--- src/rtl/ps2_dir_decoder.sv ---
// rtl/ps2_dir_decoder.sv - PS/2 receiver and arrow-key direction/step decoder
module ps2_dir_decoder #(
  parameter int SYNC_STAGES    = 2,
  parameter int TIMEOUT_CYCLES = 50000,
  parameter int STEP_PERIOD    = 500000
) (
  input  logic       clk,
  input  logic       reset,
  input  logic       ps2_clk,
  input  logic       ps2_data,
  output logic       left,
  output logic       right,
  output logic       up,
  output logic       down,
  output logic       step,
  output logic       scan_valid,
  output logic [7:0] scan_code,
  output logic       frame_err
);

  localparam int TW = $clog2(TIMEOUT_CYCLES + 1);
  localparam int SW = $clog2(STEP_PERIOD + 1);

  typedef enum logic [1:0] {IDLE, DATA, PARITY, STOP} rx_state_t;

  logic [SYNC_STAGES-1:0] clk_sync;
  logic [SYNC_STAGES-1:0] data_sync;
  logic                   clk_prev;
  logic                   clk_s;
  logic                   data_s;
  logic                   fall;

  rx_state_t              rx_state;
  logic [2:0]             bit_cnt;
  logic [7:0]             shift;
  logic                   par_bit;
  logic [TW-1:0]          tcnt;

  logic                   stop_ok;
  logic                   stop_bad;
  logic                   timeout_hit;
  logic                   rx_err;

  logic [3:0]             key_sel;
  logic [3:0]             levels;
  logic                   brk_flag;

  logic                   any_held;
  logic                   any_prev;
  logic [SW-1:0]          scnt;

  assign clk_s  = clk_sync[SYNC_STAGES-1];
  assign data_s = data_sync[SYNC_STAGES-1];
  assign fall   = clk_prev & ~clk_s;

  // Synchronize both PS/2 lines; reset to the idle-high level so no false edge follows reset
  always_ff @(posedge clk) begin
    if (reset) begin
      clk_sync  <= '1;
      data_sync <= '1;
      clk_prev  <= 1'b1;
    end else begin
      clk_sync  <= {clk_sync[SYNC_STAGES-2:0], ps2_clk};
      data_sync <= {data_sync[SYNC_STAGES-2:0], ps2_data};
      clk_prev  <= clk_s;
    end
  end

  // Frame-completion and error conditions evaluated on the detecting cycle
  always_comb begin
    stop_ok     = 1'b0;
    stop_bad    = 1'b0;
    timeout_hit = 1'b0;
    if (fall && rx_state == STOP) begin
      stop_ok  = data_s & (^{shift, par_bit});
      stop_bad = ~stop_ok;
    end
    if (rx_state != IDLE && !fall && tcnt == TW'(TIMEOUT_CYCLES - 1))
      timeout_hit = 1'b1;
    rx_err = stop_bad | timeout_hit;
  end

  // Receiver FSM: start, 8 data bits LSB first, odd parity, stop; timeout aborts mid-frame
  always_ff @(posedge clk) begin
    if (reset) begin
      rx_state   <= IDLE;
      bit_cnt    <= 3'd0;
      shift      <= 8'h00;
      par_bit    <= 1'b0;
      tcnt       <= '0;
      scan_valid <= 1'b0;
      frame_err  <= 1'b0;
      scan_code  <= 8'h00;
    end else begin
      scan_valid <= stop_ok;
      frame_err  <= rx_err;
      if (stop_ok)
        scan_code <= shift;

      if (rx_state == IDLE || fall)
        tcnt <= '0;
      else
        tcnt <= tcnt + 1'b1;

      if (timeout_hit) begin
        rx_state <= IDLE;
      end else if (fall) begin
        case (rx_state)
          IDLE: begin
            if (!data_s) begin
              rx_state <= DATA;
              bit_cnt  <= 3'd0;
            end
          end
          DATA: begin
            shift   <= {data_s, shift[7:1]};
            bit_cnt <= bit_cnt + 3'd1;
            if (bit_cnt == 3'd7)
              rx_state <= PARITY;
          end
          PARITY: begin
            par_bit  <= data_s;
            rx_state <= STOP;
          end
          STOP: rx_state <= IDLE;
          default: rx_state <= IDLE;
        endcase
      end
    end
  end

  // Arrow key codes; arrow and keypad forms share the same code, so the E0 prefix never changes the mapping
  always_comb begin
    key_sel = 4'b0000;
    case (shift)
      8'h6B:   key_sel = 4'b1000;
      8'h74:   key_sel = 4'b0100;
      8'h75:   key_sel = 4'b0010;
      8'h72:   key_sel = 4'b0001;
      default: key_sel = 4'b0000;
    endcase
  end

  // Make/break decoding; E0 is consumed as a prefix with no further effect, errors drop a pending break
  always_ff @(posedge clk) begin
    if (reset) begin
      levels   <= 4'b0000;
      brk_flag <= 1'b0;
    end else if (stop_ok) begin
      if (shift == 8'hF0) begin
        brk_flag <= 1'b1;
      end else if (shift != 8'hE0) begin
        if (brk_flag)
          levels <= levels & ~key_sel;
        else
          levels <= levels | key_sel;
        brk_flag <= 1'b0;
      end
    end else if (rx_err) begin
      brk_flag <= 1'b0;
    end
  end

  assign left     = levels[3];
  assign right    = levels[2];
  assign up       = levels[1];
  assign down     = levels[0];
  assign any_held = |levels;

  // Step pulse on first press, then every STEP_PERIOD cycles while anything stays held
  always_ff @(posedge clk) begin
    if (reset) begin
      any_prev <= 1'b0;
      scnt     <= '0;
      step     <= 1'b0;
    end else begin
      any_prev <= any_held;
      if (!any_held) begin
        scnt <= '0;
        step <= 1'b0;
      end else if (!any_prev) begin
        scnt <= '0;
        step <= 1'b1;
      end else if (scnt == SW'(STEP_PERIOD - 1)) begin
        scnt <= '0;
        step <= 1'b1;
      end else begin
        scnt <= scnt + 1'b1;
        step <= 1'b0;
      end
    end
  end

endmodule
--- config.mk ---
export PLATFORM = sky130hd
export DESIGN_NAME = ps2_dir_decoder
export DESIGN_NICKNAME = d
export VERILOG_FILES = /design/src/rtl/ps2_dir_decoder.sv
export SDC_FILE = /design/constraint.sdc
export NUM_CORES = 1
export LEC_CHECK = 0
export ABC_AREA = 1
export CELL_PAD_IN_SITES_DETAIL_PLACEMENT = 1
export CELL_PAD_IN_SITES_GLOBAL_PLACEMENT = 1
export CORE_MARGIN = 2
export CORE_UTILIZATION = 25
export DETAILED_ROUTE_END_ITERATION = 6
export PLACE_DENSITY = 0.6
export SLEW_MARGIN = 20
export SYNTH_ARGS = -nofsm -noshare
export SYNTH_HDL_FRONTEND = slang
export SYNTH_SLANG_ARGS = --single-unit
--- constraint.sdc ---
create_clock -name clk -period 1.6 [get_ports clk]
set_input_delay 0.32 -clock clk [delete_from_list [all_inputs] [get_ports clk]]
set_output_delay 0.32 -clock clk [all_outputs]
set_load 0.01 [all_outputs]
==> results of run 1 <==
## final timing paths
kind	startpoint	to	slack [ns]
worst max register to register	scnt[1]	scnt[4]	-0.03
worst min-delay path	data_sync[0]	data_sync[1]	0.41
worst max-delay path	scnt[1]	scnt[4]	-0.03
worst min register to register	data_sync[0]	data_sync[1]	0.41
## cells in the final DEF, fill, tap and decap left out, types with 3 or more instances in the layout
cell             instances
nor3b_2                  3
nand2_4                  3
inv_2                    8
xor2_1                   4
nor3b_1                  3
nor2_2                  12
buf_4                   40
nor2_4                   5
nor3_2                   8
dfxtp_2                 10
a21oi_1                 34
buf_6                    7
inv_1                   54
nand3_2                  5
clkinv_2                 3
nand4_1                 15
nand3_1                 10
a21oi_2                  4
nor3_1                   7
o21ai_2                  5
dfxtp_1                 59
nand2_2                 12
o21ai_1                  5
dlymetal6s2s_1           3
nor4_1                   4
clkbuf_16                9
o21ai_0                 16
or2_2                    7
nor2_1                  39
ha_1                     6
clkdlybuf4s50_1         14
nand2_1                 73
## timing repair
action | CTS | global route
pin swaps | 6 | 16
setup buffers | 5 | 9
gates cloned | 1 | 2
hold endpoints to repair | 0 | 0
gates resized for setup | 33 | 68
setup endpoints to repair | 38 | 50
## sequential cells by signal, indices dropped and copies added (netlist names), 2 cells and up, named ones only
signal / count
bit_cnt: 3
scnt: 19
clk_sync: 2
scan_code: 8
tcnt: 16
rx_state: 2
data_sync: 2
shift: 8
## layer usage
| metal | wire [um] | track usage, % |
|---|---|---|
| met2 | 4162 | 21.38 |
| met4 | 172 | 4.970 |
| met3 | 220 | 4.086 |
| met5 | 0 | 0 |
| met1 | 4055 | 15.67 |
## stage by stage
stage	setup WS [ns]	setup TNS [ns]	utilization, %	std cells	power [mW]
2_1_floorplan	0.007348	0	-	438	1.851
3_3_place_gp	-0.2289	-4.082	30.56	654	1.878
3_5_place_dp	-0.2401	-4.640	30.56	654	1.880
4_1_cts	0.0009949	0	34.34	676	4.078
5_1_grt	-0.1570	-3.832	36.25	684	4.170
6_report	-0.02860	-0.2376	36.25	684	4.016
## final cells by class
type / count / area [um2] / share of cell area, %
clock buffers: 10 / 239.0 / 5.246
clock inverters: 6 / 83.83 / 1.840
inverters: 63 / 239.0 / 5.246
multi-input cells: 295 / 1732 / 38.01
flip-flops and latches: 71 / 1441 / 31.64
well taps: 172 / 215.2 / 4.724
repair buffers: 67 / 605.6 / 13.29
## logic make-up after synthesis
logic type      Yosys count  share of synthesized area, %
simple gates            209                         29.93
buf+inv                  72                         9.002
fa+ha+maj                 8                         3.118
xor+xnor                  6                         1.637
compound gates           72                         12.04
flops                    71                         44.27
## report_power, final
part | leakage [nW] | internal, mW | switching [mW]
logic | 1.14 | 0.0278 | 0.0379
clock network | 0.162 | 1.40 | 0.774
registers | 0.579 | 1.77 | 0.00395
==> metrics.cfg, run 1 <==
[clock_tree]
cts_buffers = 9
clk_latency_ns = 0.34
cts_buffer_depth = 2
hold_buffers = 0
clock-sinks = 71
cts_tree = built
ctsRootBufferMaster = clkbuf_16
clkTransAtPathRegs_ns = 0.06
ctsHtreeMaxLevel = 3

[floorplan]
num_rows = 41
start_util_pct = 25.55
io_pins = 19
die_h_um = 117.3
core_area_um2 = 12570
dieArea_um2 = 13770
fp.dieW_um = 117.3

[sta]
holdWs_ns = 0.4129
fmax_mhz = 614.0
fin_worst_skew_ns = 0.01066
setup_viol = 15
worst_pin_slew_ns = 0.4977
final_hold_viol_count = 0
setup_ws_ns = -0.02860
drv_slew = 0
finalCriticalPeriod_ns = 1.629
rsz0062_at_grt = true
finalCritPeriodShare_pct = 101.8
relSlewSlack_pct = 66.74

[worst_setup_path]
path_cells = ha_4 -> nand2_4 -> inv_4 -> nand2_4 -> nor4_4 -> a21boi_2 -> nand2_2 -> buf_6 -> nor3b_2
endpoint_kind = flip-flop
worstPathArrival_ns = 1.86
critPathMaxStageDelay_ns = 0.36
cp_slowest_cell = dfxtp_2
required_ns = 1.83
crit_type = flip-flop to flip-flop
worst_r2r_path_depth = 9
crit_path_start_kind = flip-flop
cp.buffers_inverters = 2
worst-path-max-fanout = 5
cp.depth = 9
cp_common_cell = nand2_4
crit_family = simple AND/OR/NAND/NOR gates

[synthesis]
synth_warnings = 0
syn_nets = 450
synth.distinct_cells = 34
synth_top_area_share_pct = 44.27
synth_area_um2 = 3211
synth_edf_count = 0
async_flop_share_pct = 0
ys_ff_latch = 71
synth_commonest_cells = 85 x nand2_1, 71 x dfxtp_1, 61 x inv_1
yosysSeqAreaShare_pct = 44.27
synth_ff_type = dfxtp_1
yosysTopAreaCell = dfxtp_1
yosysMostFrequentCell = nand2_1
synth_area_leaders = dfxtp_1 44%, nand2_1 9.9%, inv_1 7.1%
avgSynthCellArea_um2 = 7.330
syn_inst = 438

[global_route]
grt_usage_pct = 12.93
grt_pass1_vias = 3172
grt_max_degree = 24
grt_pass1_wl_mm = 14.49
antenna_found_initial = 0
grt_overflow_total = 0

[min_path]
hp-class = flip-flop to flip-flop
hold_depth = 1

[power_and_ir_drop]
p_per_area_nw_per_um2 = 881.5
leakage_nw = 1.878
vdd_drop_max_mv = 0.5806

[job]
maxCapViolCount = 0

[place]
dpl.hpwl_mm = 6.105
gp_congestion = 0.7542
dpl-instance-area_um2 = 3841
port_buffers = 18

[drt]
vias = 3029
initialDrtViolationCount = 107
finalWirelength_mm = 8.611
dr.pass1.iters = 4
vias_per_cell = 4.428
postRouteAntennaNets = 0
drc = 0
wl_per_cell_um = 12.59

[status]
violations = negative setup slack
status = finished, violations left

[finish]
antenna_cells = 0
fillers = 1520
drive_gt1_share_pct = 30.47
fin_nets = 519
design_area_um2 = 4556
area_growth_pct = 41.89

Note: power is estimated with default switching activity, not from simulation.
==> run 2: changes to the inputs <==
--- a/config.mk
+++ b/config.mk
@@ -11,7 +11,7 @@
 export CORE_MARGIN = 2
 export CORE_UTILIZATION = 25
 export DETAILED_ROUTE_END_ITERATION = 6
-export PLACE_DENSITY = 0.6
+export PLACE_DENSITY = 0.58
 export SLEW_MARGIN = 20
 export SYNTH_ARGS = -nofsm -noshare
 export SYNTH_HDL_FRONTEND = slang
==> constraint.sdc (replaced) <==
create_clock -name clk -period 1.9 [get_ports clk]
set_input_delay 0.38 -clock clk [delete_from_list [all_inputs] [get_ports clk]]
set_output_delay 0.38 -clock clk [all_outputs]
set_load 0.01 [all_outputs]
==> run 2 against run 1 <==
Worst hold slack worse by 0.0015 ns. Setup slack better by 0.22 ns. The run now ends clean. Utilization is 4.7 points lower. Combinational power is 25% lower. Sequential share of layout area is 4.3 points higher.
==> metrics.cfg, run 2 (synthesis gave the netlist of run 1 again) <==
[global_route]
antenna_found_initial = 0  ; unchanged
grt_overflow_total = 0  ; unchanged
grt_pass1_wl_mm = 14.18  ; -2.1%
grt_pass1_vias = 3029  ; -4.5%
grt_max_degree = 24  ; unchanged
grt_usage_pct = 12.70  ; -0.23 points

[clock_tree]
cts_buffer_depth = 2  ; unchanged
hold_buffers = 0  ; unchanged
clock-sinks = 71  ; unchanged
cts_tree = built
ctsHtreeMaxLevel = 3  ; unchanged
clk_latency_ns = 0.34  ; about the same
clkTransAtPathRegs_ns = 0.05  ; about the same
cts_buffers = 9  ; unchanged
ctsRootBufferMaster = clkbuf_16

[sta]
fmax_mhz = 584.2  ; -4.9%
setup_viol = 0  ; -15
relSlewSlack_pct = 67.20  ; +0.46 points
finalCriticalPeriod_ns = 1.712  ; +0.08326 ns
holdWs_ns = 0.4115  ; -0.001470 ns
setup_ws_ns = 0.1881  ; +0.2167 ns
tns_ns = 0  ; +0.2376 ns
rsz0062_at_grt = false
final_hold_viol_count = 0  ; unchanged
worst_pin_slew_ns = 0.4909  ; -0.006815 ns
drv_slew = 0  ; unchanged
fin_worst_skew_ns = 0.007898  ; -0.002765 ns
finalCritPeriodShare_pct = 90.10  ; -12 points

[worst_setup_path]
crit_path_start_kind = flip-flop
worst_r2r_path_depth = 10  ; +1
endpoint_kind = flip-flop
cp-startpoint = scnt[1]
worstPathArrival_ns = 1.94  ; +0.08 ns
cp_slowest_cell = dfxtp_1
worst-path-max-fanout = 3  ; -2
required_ns = 2.13  ; +0.30 ns
path_cells = ha_1 -> nand2_1 -> nor2_2 -> nand3_2 -> nor2_1 -> nand3_2 -> inv_1 -> nand4_1 -> nor2_1 -> nor3b_2
critPathMaxStageDelay_ns = 0.35  ; about the same
reg2reg_from = scnt[1]
crit_type = flip-flop to flip-flop

[drt]
finalWirelength_mm = 7.915  ; -8.1%
initialDrtViolationCount = 61  ; -43%
vias_per_cell = 4.439  ; +0.23%
drc = 0  ; unchanged
wl_per_cell_um = 12.27  ; -2.5%
dr.pass1.iters = 4  ; unchanged
postRouteAntennaNets = 0  ; unchanged
vias = 2863  ; -5.5%

[finish]
antenna_cells = 0  ; unchanged
final_cells = 645  ; -5.7%
fin_nets = 480  ; -7.5%
layout_commonest_cell = nand2_1
top_register = scnt
fillers = 1541  ; +1.4%
fin_util_pct = 31.50  ; -4.7 points
largestRegisters = scnt (19), tcnt (16)
area_growth_pct = 23.30
design_area_um2 = 3959  ; -13%
largest_reg_flops = 19  ; unchanged
drive_gt1_share_pct = 10.78  ; -20 points
final_cell_mix = 85 x nand2_1, 69 x dfxtp_1, 61 x inv_1

[place]
gp_congestion = 0.7513  ; -0.38%
dp_cells = 629  ; -3.8%
dpl_worst_slack_ns = 0.1439  ; +0.3840 ns
dpl.hpwl_mm = 5.992  ; -1.9%
port_buffers = 18  ; unchanged
dpl-instance-area_um2 = 3666  ; -4.6%

[min_path]
hold_depth = 1  ; unchanged
hp-class = flip-flop to flip-flop
hp-start = clk_sync[0]

[floorplan]
num_rows = 41  ; unchanged
core_area_um2 = 12570  ; unchanged
start_util_pct = 25.55  ; unchanged
die_h_um = 117.3  ; unchanged
fp.dieW_um = 117.3  ; unchanged
dieArea_um2 = 13770  ; unchanged
io_pins = 19  ; unchanged

[power_and_ir_drop]
switchingPower_mw = 0.6676  ; -18%
combPwrFrac_pct = 1.6  ; about the same
p_int_mw = 2.467  ; -23%
p_per_area_nw_per_um2 = 791.7  ; -10%
vdd_drop_max_mv = 0.3627  ; -38%
totalPowerFinal_mw = 3.134  ; -22%
clock_power_share_pct = 50.6  ; -3.6 points
p_sw_share_pct = 21.30  ; +0.99 points
leakage_nw = 1.524  ; -19%
pwr-share-seq_pct = 47.8  ; +3.6 points

[job]
maxCapViolCount = 0  ; unchanged

[status]
status = finished, final reports clean

[run 2: cell types whose count changed in the layout (fill, tap and decap cells not counted), moves of 6 or more]
cell     delta
inv_2       -6
dfxtp_2     -8
nor3_1      +7
inv_1       +7
buf_4      -33
nand2_1    +12
nand2_2     -9
nor2_2      -9
buf_6       -7
nor2_1     +13
dfxtp_1    +10
nor3_2      -7
[run 2: area by class of cell]
| cell class | count | area, um2 | area share (%) |
|---|---|---|---|
| multi-input combinational | 295 | 1513 | 38.21 |
| sequential | 71 | 1424 | 35.97 |
| timing repair buffer | 28 | 292.8 | 7.396 |
| clock buffer | 13 | 260.3 | 6.574 |
| inverter | 63 | 236.5 | 5.973 |
| tap | 172 | 215.2 | 5.436 |
| clock inverter | 3 | 17.52 | 0.4425 |
[run 2: power by group through the flow]
stage / logic, mW / registers (mW) / clock network [mW]
global route: 0.0568 / 1.50 / 1.73
finish: 0.0493 / 1.50 / 1.59
CTS: 0.0511 / 1.50 / 1.64
global placement: 0.0503 / 1.53 / 0
floorplan: 0.0290 / 1.53 / 0
detailed placement: 0.0510 / 1.53 / 0
[run 2: what timing repair did]
item                                    in CTS  in global routing
endpoints found under the setup margin       0                  7
buffers inserted                             0                  0
resized for setup                            0                  5
[run 2: final timing paths]
check,slack (ns),to
worst max-delay path,0.19,scnt[18]
worst min-delay path,0.41,clk_sync[1]
worst max register to register,0.19,scnt[18]
worst min register to register,0.41,clk_sync[1]
[run 2: worst max-delay path, delay by kind of cell (launching register included)]
family	cells	cell delay [ns]
simple gates	8	0.95
buf+inv	1	0.11
fa+ha+maj	1	0.18
flops	1	0.35
[run 2: metal layers]
| metal | up-vias | global-route usage (%) | part of all wire (%) |
|---|---|---|---|
| li1 | 1485 | - | - |
| met1 | 1347 | 15.00 | 48 |
| met2 | 21 | 21.60 | 49 |
| met3 | 10 | 3.891 | 2.3 |
| met4 | 0 | 4.819 | 1.5 |
| met5 | - | 0 | 0 |
==> variant 1, RTL diff (settings of run 1) <==
Set the parameter `STEP_PERIOD` to 1000000 (it was 500000).
--- a/src/rtl/ps2_dir_decoder.sv
+++ b/src/rtl/ps2_dir_decoder.sv
@@ -2,7 +2,7 @@
 module ps2_dir_decoder #(
   parameter int SYNC_STAGES    = 2,
   parameter int TIMEOUT_CYCLES = 50000,
-  parameter int STEP_PERIOD    = 500000
+  parameter int STEP_PERIOD    = 1000000
 ) (
   input  logic       clk,
   input  logic       reset,
Behaviour: no difference found for any inputs over 10 cycles, from zero or initial values and one cycle with reset high; that may be too few to reach the edited logic, so the function may still have changed.
==> variant 1 against run 1 <==
The run still ends with negative setup slack left; sequential cell count is 1 higher; sequential share of layout area is 0.11 points lower; die area hardly changed; worst setup slack worse by 0.023 ns; clock skew is 0.0043 ns lower; worst hold slack hardly changed; total power is 7.1% lower; routed wire length is 3.6% higher; design area is 2.1% higher; largest cell class unchanged; clock power is 14% lower; synthesized area hardly changed; core utilization is 0.76 points higher; synthesized cell count is 0.46% lower.
==> variant 1: results (changes against run 1) <==
- The DRC marker count from the first detailed-route iteration is 112 (+4.7%).
- The share of the synthesized netlist area taken by xor and xnor gates came to 1.09% (-0.55 points).
- The placed wire-length estimate is 5.97 mm (-2.2%).
- The total setup violations reported at the end of the flow came to 12 (-3).
- The startpoint of the lowest-slack hold path is clk_sync[0]$_SDFF_PP1_.
- The worst max-slew margin expressed relative to the limit was 66.6% (-0.13 points).
- The maximum VDD drop is 0.347 mV (-40%).
- The total wire length is 8.92 mm (+3.6%).
- The static leakage came to 1.91 nW (+1.6%).
- The number of instances in the synthesized netlist was 436 (-0.46%).
- The net switching share of the total power is 22.1% (+1.8 points).
- For hold timing, the worst endpoint is clk_sync[1]$_SDFF_PP1_.
- The post-place setup slack is -0.136 ns (+0.104 ns).
- The met3 usage came to 2.77% (-1.3 points).
- The final weighted congestion of routability-driven global placement is 0.768 (+1.9%).
- The quantity of gates resized following cts is 35 (+6.1%).
- The total routed wire length on the met1 layer came to 3.98 mm (-1.9%).
- The distinct cell type count of the synthesized netlist came to 31 (-8.8%).
- The adder-cell share of the synthesized area came to 3.12% (about the same).
- The net total in the final layout is 514 (-0.96%).
- The final reports fail on negative setup slack.
- The critical register-to-register path startpoint is shift[0]$_SDFFE_PP0P_.
- The fraction of final layout cells with drive strength greater than 1 is 32.1% (+1.7 points).
- The sum of met2 wire segment lengths after detailed routing is 4.62 mm (+11%).
- The total global routing track utilization is 13.0% (+0.11 points).
- The run finished, with violations left.
- The maximum number of pins on one net before global-route repair is 27 (+13%).
- The fraction of the mapped netlist area in compound gates was 13.4% (+1.3 points).
- The cell type of the slowest stage on the worst timing path is sky130_fd_sc_hd__dfxtp_4.
- The signal arrival time at the worst endpoint is 1.92 ns (+0.06 ns).
- The global-route wire length before repair is 14.7 mm (+1.2%).
- The summed negative setup slack over all endpoints came to -0.269 ns (-0.0315 ns).
- The least setup slack across all paths after layout is -0.0520 ns (-0.0234 ns).
- The largest registers in the layout are scnt: 20 flops, tcnt: 16 flops.
- The via count of the routed design is 3,044 (+0.50%).
- The depth of the worst register-to-register path is 13 (+4).
- The post-route clock skew came to 0.00638 ns (-0.00429 ns).
- By count the netlist is led by 82 x sky130_fd_sc_hd__nand2_1, 72 x sky130_fd_sc_hd__dfxtp_1, 60 x sky130_fd_sc_hd__inv_1.
- The post-synthesis net count was 448 (-0.44%).
==> variant 1: cell count changes in the layout (fill, tap and decap cells not counted), sizes merged, moves of 3 or more <==
cell / before / now
buf: 49 / 43
nor2: 56 / 53
nand2: 88 / 84
o21ai: 26 / 33
a21oi: 38 / 42
nand3: 16 / 19
nor3: 15 / 10
==> variant 1: stage by stage <==
stage	total power, mW	util (%)	cell area [um^2]
2_1_floorplan	1.88	-	3210
3_3_place_gp	1.90	30.7	3850
3_5_place_dp	1.90	30.7	3850
4_1_cts	3.79	34.4	4320
5_1_grt	3.89	37.0	4650
6_report	3.73	37.0	4650
==> variant 1: cell type report <==
class,instances,area (um^2)
tap,172,215
multi-input combinational,293,1800
fill,1489,7920
clock buffer,10,239
timing repair buffer,63,656
inverter,63,239
clock inverter,6,35.0
sequential,72,1470
==> variant 2, RTL diff (flow settings as in run 1) <==
Without the edit above. Re-encode `rx_state_t` (4 states) as one-hot, 4 bits wide.
--- a/src/rtl/ps2_dir_decoder.sv
+++ b/src/rtl/ps2_dir_decoder.sv
@@ -21,7 +21,7 @@
   localparam int TW = $clog2(TIMEOUT_CYCLES + 1);
   localparam int SW = $clog2(STEP_PERIOD + 1);
 
-  typedef enum logic [1:0] {IDLE, DATA, PARITY, STOP} rx_state_t;
+  typedef enum logic [3:0] {IDLE = 4'b0001, DATA = 4'b0010, PARITY = 4'b0100, STOP = 4'b1000} rx_state_t;
 
   logic [SYNC_STAGES-1:0] clk_sync;
   logic [SYNC_STAGES-1:0] data_sync;
Function: no difference found for any inputs over 10 cycles, from zero or initial values and one cycle with reset high; not proved beyond that.
==> variant 2 against run 1 <==
Routed wire length is 0.28% higher; total power is 2.3% lower; critical path depth is 1 higher; worst setup slack better by 0.050 ns; synthesized area is 0.78% lower; core utilization is 0.69 points higher; clock skew is 0.0028 ns lower; clock power is 6% lower; design area is 1.5% higher; combinational power is 7.6% higher; sequential share of layout area is 0.62 points higher; sequential cell count is 2 higher; critical path type unchanged; largest power group unchanged; highest routed layer unchanged.
==> variant 2: results (changes against run 1) <==
- The cell count after placement came to 659 (+0.76%).
- The DRC marker count from the first detailed-route iteration was 84 (-21%).
- The clock buffer instance count of the final layout is 12 (+2).
- The distinct cell type count of the synthesized netlist is 37 (+8.8%).
- The measured slew at the worst slew-check pin is 0.506 ns (+0.00794 ns).
- The power share of the sequential group is 46.5% (+2.3 points).
- The fraction of the mapped netlist area in compound gates is 12.3% (+0.25 points).
- The multi-input gate share of total cell area is 37.1% (-0.96 points).
- The placed wire-length estimate is 6.00 mm (-1.7%).
- The number of filler cells placed in the layout is 1,540 (+1.3%).
- The total wire length is 8.64 mm (+0.28%).
- The post-place setup slack is -0.155 ns (+0.0851 ns).
- By area the synthesized netlist is led by sky130_fd_sc_hd__dfxtp_1 46%, sky130_fd_sc_hd__nand2_1 8.6%, sky130_fd_sc_hd__nor2_1 7.4%, sky130_fd_sc_hd__inv_1 6.6%, sky130_fd_sc_hd__a21oi_1 5.3%.
- The critical-path maximum fanout is 3 (-2).
- The net total in the final layout is 522 (+0.58%).
- The flow ran to the end, and the final reports show no timing, DRC or antenna violations.
- The worst flop-to-flop path endpoint is scnt[18]$_SDFF_PP0_.
- The number of ordinary inverters in the final layout came to 59 (-6.3%).
- The global-route wire length before repair is 14.3 mm (-1.6%).
- The via count of the routed design came to 3,051 (+0.73%).
- The total global routing track utilization is 13.2% (+0.30 points).
- The static leakage is 1.88 nW (+0.31%).
- The area taken by flip-flops and latches came to 1490 um^2 (+3.5%).
- The total non-filler cell area in the finished layout was 4620 um^2 (+1.5%).
- The maximum VDD drop is 0.570 mV (-1.9%).
- The fraction of final layout cells with drive strength greater than 1 is 31.3% (+0.81 points).
- The least setup slack across all paths after layout is 0.0219 ns (+0.0505 ns).
- The share of the yosys chip area belonging to registers is 45.9% (+1.6 points).
-- variant 2: cell families (layout without fill, tap and decap cells) --
group                    count (synthesis)  count (layout)
buffers and inverters                   67             154
adder cells (fa/ha/maj)                  4               4
flip-flops                              73              73
AND/OR/NAND/NOR                        206             206
AO/OA/AOI/OAI                           73              73
XOR/XNOR                                 8               8
-- variant 2: timing repair --
item / 4_1_cts / 5_1_grt
pin swaps: 11 / 20
hold endpoints to repair: 0 / 0
buffers inserted: 7 / 8
setup endpoints to repair: 24 / 52
gates resized for setup: 30 / 71
gates cloned: 0 / 1
-- variant 2: metal layers --
metal | share of wire [%] | track usage [%] | wire length, um | up-vias
met4 | 1.1 | 4.08 | 91 | 0
met2 | 51 | 22.9 | 4410 | 21
met5 | 0 | 0 | 0 | -
met1 | 46 | 15.7 | 3940 | 1441
met3 | 2.2 | 4.17 | 193 | 12
li1 | - | - | - | 1577
